### config.mk
export PLATFORM = sky130hd
export DESIGN_NAME = aes_inv_key_expand_128
export DESIGN_NICKNAME = d
export VERILOG_FILES = /design/src/rtl/aes_inv_key_expand_128.sv
export SDC_FILE = /design/constraint.sdc
export NUM_CORES = 2
export LEC_CHECK = 0
export CORE_MARGIN = 3
export CORE_UTILIZATION = 30
export DETAILED_ROUTE_END_ITERATION = 8
export HOLD_SLACK_MARGIN = 0.12
export SLEW_MARGIN = 20
export SYNTH_ARGS = -nofsm -noshare
export SYNTH_HDL_FRONTEND = slang
export SYNTH_HIERARCHICAL = 1
export SYNTH_SLANG_ARGS = --single-unit
export TNS_END_PERCENT = 30
### constraint.sdc
create_clock -name clk -period 23.2 [get_ports clk]
set_input_delay 4.64 -clock clk [delete_from_list [all_inputs] [get_ports clk]]
set_output_delay 4.64 -clock clk [all_outputs]
set_load 0.02 [all_outputs]
### src/rtl/aes_inv_key_expand_128.sv
// Iterative AES-128 inverse key schedule: loads round key 10 and
// regenerates round keys 10..0 over a valid/ready stream.

module aes_sbox (
    input  logic [7:0] a,
    output logic [7:0] y
);
    function automatic logic [7:0] gmul(input logic [7:0] x,
                                        input logic [7:0] z);
        logic [7:0] p;
        logic [7:0] t;
        p = 8'h00;
        t = x;
        for (int i = 0; i < 8; i++) begin
            if (z[i]) p = p ^ t;
            t = {t[6:0], 1'b0} ^ (t[7] ? 8'h1b : 8'h00);
        end
        return p;
    endfunction

    logic [7:0] x2, x3, x6, x12, x15, x30;
    logic [7:0] x60, x120, x240, x252, inv;

    // Multiplicative inverse as a^254 (maps 0 to 0), then the affine map
    assign x2   = gmul(a, a);
    assign x3   = gmul(x2, a);
    assign x6   = gmul(x3, x3);
    assign x12  = gmul(x6, x6);
    assign x15  = gmul(x12, x3);
    assign x30  = gmul(x15, x15);
    assign x60  = gmul(x30, x30);
    assign x120 = gmul(x60, x60);
    assign x240 = gmul(x120, x120);
    assign x252 = gmul(x240, x12);
    assign inv  = gmul(x252, x2);

    assign y = inv
             ^ {inv[6:0], inv[7]}
             ^ {inv[5:0], inv[7:6]}
             ^ {inv[4:0], inv[7:5]}
             ^ {inv[3:0], inv[7:4]}
             ^ 8'h63;
endmodule

module aes_inv_key_expand_128 #(
    parameter int NR = 10
) (
    input  logic         clk,
    input  logic         rst,
    input  logic         start,
    input  logic [127:0] key_last,
    output logic [127:0] rk,
    output logic [3:0]   rk_idx,
    output logic         rk_valid,
    input  logic         rk_ready,
    output logic         busy,
    output logic         done
);
    typedef enum logic {IDLE, EMIT} state_t;

    state_t       state_q, state_d;
    logic [127:0] key_q, key_d;
    logic [3:0]   idx_q, idx_d;
    logic         done_q, done_d;

    logic [31:0]  w0, w1, w2, w3;
    logic [31:0]  p0, p1, p2, p3;
    logic [31:0]  rot, sub;
    logic [7:0]   rcon;
    logic [127:0] prev;

    assign w0 = key_q[127:96];
    assign w1 = key_q[95:64];
    assign w2 = key_q[63:32];
    assign w3 = key_q[31:0];

    assign p3  = w3 ^ w2;
    assign p2  = w2 ^ w1;
    assign p1  = w1 ^ w0;
    assign rot = {p3[23:0], p3[31:24]};

    for (genvar g = 0; g < 4; g++) begin : g_sbox
        aes_sbox u_sbox (
            .a (rot[8*g +: 8]),
            .y (sub[8*g +: 8])
        );
    end

    always_comb begin
        case (idx_q)
            4'd1:    rcon = 8'h01;
            4'd2:    rcon = 8'h02;
            4'd3:    rcon = 8'h04;
            4'd4:    rcon = 8'h08;
            4'd5:    rcon = 8'h10;
            4'd6:    rcon = 8'h20;
            4'd7:    rcon = 8'h40;
            4'd8:    rcon = 8'h80;
            4'd9:    rcon = 8'h1b;
            4'd10:   rcon = 8'h36;
            default: rcon = 8'h00;
        endcase
    end

    assign p0   = w0 ^ sub ^ {rcon, 24'h000000};
    assign prev = {p0, p1, p2, p3};

    always_comb begin
        state_d = state_q;
        key_d   = key_q;
        idx_d   = idx_q;
        done_d  = 1'b0;
        case (state_q)
            IDLE: begin
                if (start) begin
                    key_d   = key_last;
                    idx_d   = 4'(NR);
                    state_d = EMIT;
                end
            end
            EMIT: begin
                if (rk_ready) begin
                    if (idx_q != 4'd0) begin
                        key_d = prev;
                        idx_d = idx_q - 4'd1;
                    end else begin
                        state_d = IDLE;
                        done_d  = 1'b1;
                    end
                end
            end
            default: state_d = IDLE;
        endcase
    end

    always_ff @(posedge clk or posedge rst) begin
        if (rst) begin
            state_q <= IDLE;
            key_q   <= '0;
            idx_q   <= '0;
            done_q  <= 1'b0;
        end else begin
            state_q <= state_d;
            key_q   <= key_d;
            idx_q   <= idx_d;
            done_q  <= done_d;
        end
    end

    assign rk       = key_q;
    assign rk_idx   = idx_q;
    assign rk_valid = (state_q == EMIT);
    assign busy     = (state_q == EMIT);
    assign done     = done_q;
endmodule

After elaboration in Yosys (flattened, before gate mapping)
Memory sizes are Yosys's and may differ from the RTL's. Cells that the tools add are included.

Bits in read-only memories: 128. Register bits: 134. Output and inout port bits: 135. Input bits: 132. Logic and storage cells: 1328. Memories kept: 1.

Bitwise operators: 642. Add/sub/neg operators: 1. Equal/unequal tests: 3. Reduce and logical (&&, ||, !) cells: 2. Multiplexer cells: 675.

Memories: (no name shown) (depth 16, width 8, rd ports 1, clocked after memory_dff 0, wr ports 0, RTL line 90) `case (idx_q)`.

Operator list (count): 8-bit bitwise XOR (632); 8-bit two-way mux (352); 5-bit two-way mux (308); 128-bit two-way mux (3); 128-bit case mux with 2 select lines (1); 32-bit bitwise XOR (5); 4-bit NOT (4); 4-bit two-way mux (3); 4-bit case mux with 2 select lines (1); 1-bit two-way mux (6); 2-bit != test (second input constant) (2); 4-bit nonzero test (1); 4-bit by 1-bit subtractor with 4-bit output (second input constant) (1); 3-bit AND reduction (1); 2-bit by 1-bit != test with 1-bit output (second input constant) (1); 1-bit case mux with 2 select lines (1); 1-bit NOT (1).

Depth between registers and ports, before layout
Depth in word-level cells: 187. Mapped depth: 80.

Hierarchy
The synthesis kept the hierarchy.

Modules (own cells, without submodules): aes_sbox (area an instance 10839.1 µm², instances 4, cells an instance 1346); aes_inv_key_expand_128 (area an instance 8089.0 µm², instances 1, cells an instance 926).

Worst setup path before layout
OpenSTA, ideal clock, no wires.

Kind: reg2reg. Start: register key_q[48], in the netlist rk[48]. End: register key_q[125], in the netlist rk[125]. Stages on the path, launching flop included: 71. Path slack: 4.824 ns. Data arrival time: 18.290 ns. Buffers on the path: 9. Clock period less this slack: 18.376 ns. Cell sequence: dfrtp_1 xor2_1 ha_1 buf_4 xor3_1 nand2_1 xor2_2 xnor3_1 xnor2_1 and3_1 a221oi_1 xor3_1 inv_2 buf_1 ha_1 clkbuf_1 nand2_1 xnor2_1 [35 not listed] a21oi_1 a211oi_1 nor2_2 xnor3_1 mux2_2 a22oi_1 xnor3_2 xnor2_4 xor2_4 xnor2_1 nor2_2 xnor3_1 xnor3_2 xnor2_2 xnor3_1 or3_1 and4b_1 nor3_1.

Longest elaborated chain between the ends: 180. Elaborated cells between the ends (all ways): 323. Classes of those cells: 161 x mux; 162 x bitwise.

RTL lines: from (decl) (RTL line 62) `logic [127:0] key_q, key_d;`; from (signal assigned) (RTL line 144) `key_q <= key_d;`; 32-bit bitwise XOR (*) (RTL line 77) `assign p3 = w3 ^ w2;`; via p3[16] (RTL line 67) `logic [31:0] p0, p1, p2, p3;`; 8-bit two-way mux (RTL line 15) `if (z[i]) p = p ^ t;`; 8-bit bitwise XOR (RTL line 15); 8-bit two-way mux (RTL line 15); 8-bit bitwise XOR (RTL line 15); 8-bit two-way mux (RTL line 15); 8-bit bitwise XOR (RTL line 15); [165 not listed]; 8-bit bitwise XOR (RTL line 40) `^ {inv[4:0], inv[7:5]}`; 8-bit bitwise XOR (*) (RTL line 41) `^ {inv[3:0], inv[7:4]}`; 4-bit NOT (no source line) (*); via sub[29] (RTL line 68) `logic [31:0] rot, sub;`; 32-bit bitwise XOR (*) (2 in a row) (RTL line 105) `assign p0 = w0 ^ sub ^ {rcon, 24'h000000};`; 128-bit two-way mux (*) (RTL line 123) `if (idx_q != 4'd0) begin`; 128-bit two-way mux (*) (RTL line 122) `if (rk_ready) begin`; 128-bit case mux with 2 select lines (*) (RTL line 113) `case (state_q)`.

Mark *: on every way through the listed nets, which the timed path passes. The rest lies on a longest branch. The select of a mux whose other input is x is not followed. A chain may end at the register's enable or synchronous reset.

Final worst setup path
Start: register key_q[63], in the netlist rk[63]. End: register key_q[102], in the netlist rk[102].

Longest elaborated chain between the ends: 180. Elaborated cells between the ends (all ways): 326. Classes of those cells: 164 x mux; 162 x bitwise.

RTL lines (RTL line): 32-bit bitwise XOR (*) (77); via p3[31] (67); 5-bit two-way mux or 8-bit two-way mux (tied branches) (16, 15); 8-bit bitwise XOR, on equally long branches (16, 15); 8-bit bitwise XOR or 8-bit two-way mux (tied branches) (15); 8-bit two-way mux or 8-bit bitwise XOR (tied branches) (15); 8-bit bitwise XOR or 8-bit two-way mux (tied branches) (15); 8-bit two-way mux or 8-bit bitwise XOR (tied branches) (15); [165 not listed]; 8-bit bitwise XOR (40); 8-bit bitwise XOR (*) (41); 4-bit NOT (no source line) (*); via sub[6] (68); 32-bit bitwise XOR (*) (2 in a row) (105); 128-bit two-way mux (*) (123); 128-bit two-way mux (*) (122); 128-bit case mux with 2 select lines (*) (113).

Marks and branches as above.

==> flow_metrics.env <==
export IMPL_die_w_um=420.1
export IMPL_rrSetupSlack_ns=1.47
export IMPL_synth_seq_cells=134
export IMPL_fin_setup_tns_ns=0
export IMPL_synthToLayoutAreaGrowth_pct=11.51
export IMPL_period_minus_slack_ns=21.73
export IMPL_hold_viol_final=0
export IMPL_maxSlewHeadroom_pct=28.74
export IMPL_cts_tree="done"
export IMPL_max_freq_mhz=46.02
export IMPL_initial_core_util_pct=30.29
export IMPL_syn_nets=6475
export IMPL_period_share_pct=93.65
export IMPL_cts_buffer_depth=2
export IMPL_synthArstFlopShare_pct=100.0
export IMPL_cts_buffers=17
export IMPL_skew_ns=0.02694
export IMPL_fillers=17510
export IMPL_startpoint_type="register"
export IMPL_ys_flop_type="dfrtp_1"
export IMPL_end_kind="register"
export IMPL_final_common_cell="xnor2_1"
export IMPL_die_h_um=420.1
export IMPL_core_area_mm2=0.1698
export IMPL_ios=267
export IMPL_grt_first_pass_wirelength_um=253500
export IMPL_hold_buffers=0
export IMPL_cpMostUsedCell="xnor2_1"
export IMPL_vias=46070
export IMPL_layout_setup_ws_ns=1.472
export IMPL_worstPathArrival_ns=22.11
export IMPL_worstPathMaxFanout=27
export IMPL_max_stage_delay_ns=1.08
export IMPL_cp_required_ns=23.58
export IMPL_status="completed"
export IMPL_die_area_mm2=0.1765
export IMPL_setup_viol=0
export IMPL_dp_slack_ns=0.2903
export IMPL_nets=6556
export IMPL_final_cell_mix="xnor2_1 (1079), nor2_1 (627), nand2_1 (533)"
export IMPL_insertion_delay_ns=0.51
export IMPL_worstHoldEndpoint="rk[11]"
export IMPL_grt_usage_pct=17.70
export IMPL_ant_nets=0
export IMPL_vias_per_cell=5.339
export IMPL_rows=151
export IMPL_hpwl_um=122200
export IMPL_seq_area_frac_synth_pct=6.518
export IMPL_drv_slew=0
export IMPL_drt_total_wl_um=162400
export IMPL_cts_sinks=134
export IMPL_port_buffers=266
export IMPL_syn_area_mm2=0.05145
export IMPL_crit_type="register to register"
export IMPL_clk_pin_slew_worst_paths_ns=0.07
export IMPL_htreeDepth=4
export IMPL_gp_congestion=0.8945
export IMPL_antenna_found_initial=9
export IMPL_drc=0
export IMPL_synth_cells=6310
export IMPL_drt_pass1_iterations=5
export IMPL_synth_edf_count=0
export IMPL_hold_depth=1
export IMPL_worst_pin_slew_ns=1.061
export IMPL_grt_max_degree=91
export IMPL_rsz0062_at_grt="no"
export IMPL_utilization_pct=33.78
export IMPL_cts_root_buf="clkbuf_16"
export IMPL_timing_rr_end="rk[102]"
export IMPL_drt_iter0_markers=3538
export IMPL_gr_total_overflow=0
export IMPL_routedWlPerCell_um=18.81
export IMPL_worstHoldStart="rk[11]"
export IMPL_yosys_warnings=6
export IMPL_cap_violations=0
export IMPL_avgSynthCellArea_um2=8.153
export IMPL_r2r_start="rk[63]"
export IMPL_critPathSlowestCell="xor3_1"
export IMPL_postCtsSetupRepairBufs=0
export IMPL_hold_class="register to register"
export IMPL_ff2ff_path_depth=63
export IMPL_grt_pass1_vias=44080
export IMPL_drive_gt1_share_pct=10.13
export IMPL_ys_types=100
==> layer usage <==
layer  part of all wire (%)  track usage (%)
met5                  0.017                0
met4                    5.0            8.287
met3                    4.2            1.555
met2                     49            30.81
met1                     42            22.03
==> cells by family after synthesis <==
family / synth area share [%]
DFF: 6.518
AOI/OAI and AO/OA: 18.57
buffers and inverters: 4.378
muxes: 4.349
adders and majority gates: 0.8026
and+or+nand+nor: 19.33
xor gates and xnor gates: 46.05
==> registers in the layout, summed over array words and instances (netlist names) <==
name,count
done,1
rk,128
rk_idx,4
busy,1
==> cells in the mapped netlist, types with 35 or more instances <==
master | n | area share, %
xnor2_1 | 1095 | 19
nor2_1 | 627 | 4.6
nand2_1 | 533 | 3.9
a21oi_1 | 383 | 3.7
xor2_1 | 371 | 6.3
o21ai_0 | 238 | 2.3
xnor3_1 | 236 | 10
mux2i_1 | 183 | 3.6
clkbuf_1 | 182 | 1.3
nand3_1 | 176 | 1.7
nor3_1 | 159 | 1.5
dfrtp_1 | 134 | 6.5
nand2b_1 | 120 | 1.5
buf_2 | 117 | 1.1
xnor2_2 | 96 | 3.0
inv_1 | 82 | 0.60
and3_1 | 72 | 0.88
o22ai_1 | 72 | 0.88
a211oi_1 | 64 | 0.93
xor3_1 | 64 | 3.0
a31oi_1 | 61 | 0.74
nor2b_1 | 58 | 0.71
or3_1 | 54 | 0.66
o211ai_1 | 53 | 0.77
buf_4 | 51 | 0.74
a21o_1 | 46 | 0.67
and2_1 | 45 | 0.55
a22oi_1 | 40 | 0.58
o21ai_1 | 40 | 0.39
a211o_1 | 37 | 0.63
a311oi_1 | 36 | 0.61
xor2_2 | 36 | 1.1
nor3b_1 | 35 | 0.51
==> what timing repair did <==
action | 4_1_cts | 5_1_grt
setup endpoints to repair | 0 | 9
endpoints found under the hold margin | 0 | 0
resized for setup | 0 | 5
==> worst max-delay path, delay by kind of cell, from the launching register on <==
| family | cells | cell delay [ns] |
|---|---|---|
| AOI/OAI and AO/OA | 7 | 1.48 |
| xor gates and xnor gates | 34 | 13.84 |
| adders and majority gates | 4 | 1.79 |
| buffers and inverters | 5 | 1.66 |
| DFF | 1 | 0.45 |
| muxes | 3 | 0.79 |
| and+or+nand+nor | 10 | 1.54 |
==> per-stage QoR <==
step           area, um^2  instances  hold slack (ns)
2_1_floorplan       51450       6310           0.6419
3_3_place_gp        56660       8590           0.5235
3_5_place_dp        56660       8590           0.5382
4_1_cts             57280       8622           0.5462
5_1_grt             57370       8628           0.5755
6_report            57370       8629           0.5412
==> how the worst max path moves through the flow <==
stage	from	end	slack, ns	cells after the start
after floorplan	rk[48]	rk[125]	4.82	70
after global placement	rk[47]	rk[112]	0.50	63
after detailed placement	rk[47]	rk[112]	0.29	63
after CTS	rk[47]	rk[112]	0.18	63
after global routing	rk[47]	rk[118]	0.09	63
final	rk[63]	rk[102]	1.47	63
==> cell type report <==
type / instances / area (um^2) / share of cell area [%]
clock buffer: 18 / 429.2 / 0.7481
inverter: 102 / 387.9 / 0.6761
clock inverter: 14 / 187.7 / 0.3272
multi-input combinational: 5689 / 46200 / 80.53
sequential: 134 / 3357 / 5.852
timing repair buffer: 447 / 4016 / 7.001
antenna: 7 / 17.52 / 0.03053
tap: 2218 / 2775 / 4.838
Power is not shown: default switching activity piles up to over one toggle a cycle in this logic, so the estimate is an artifact.
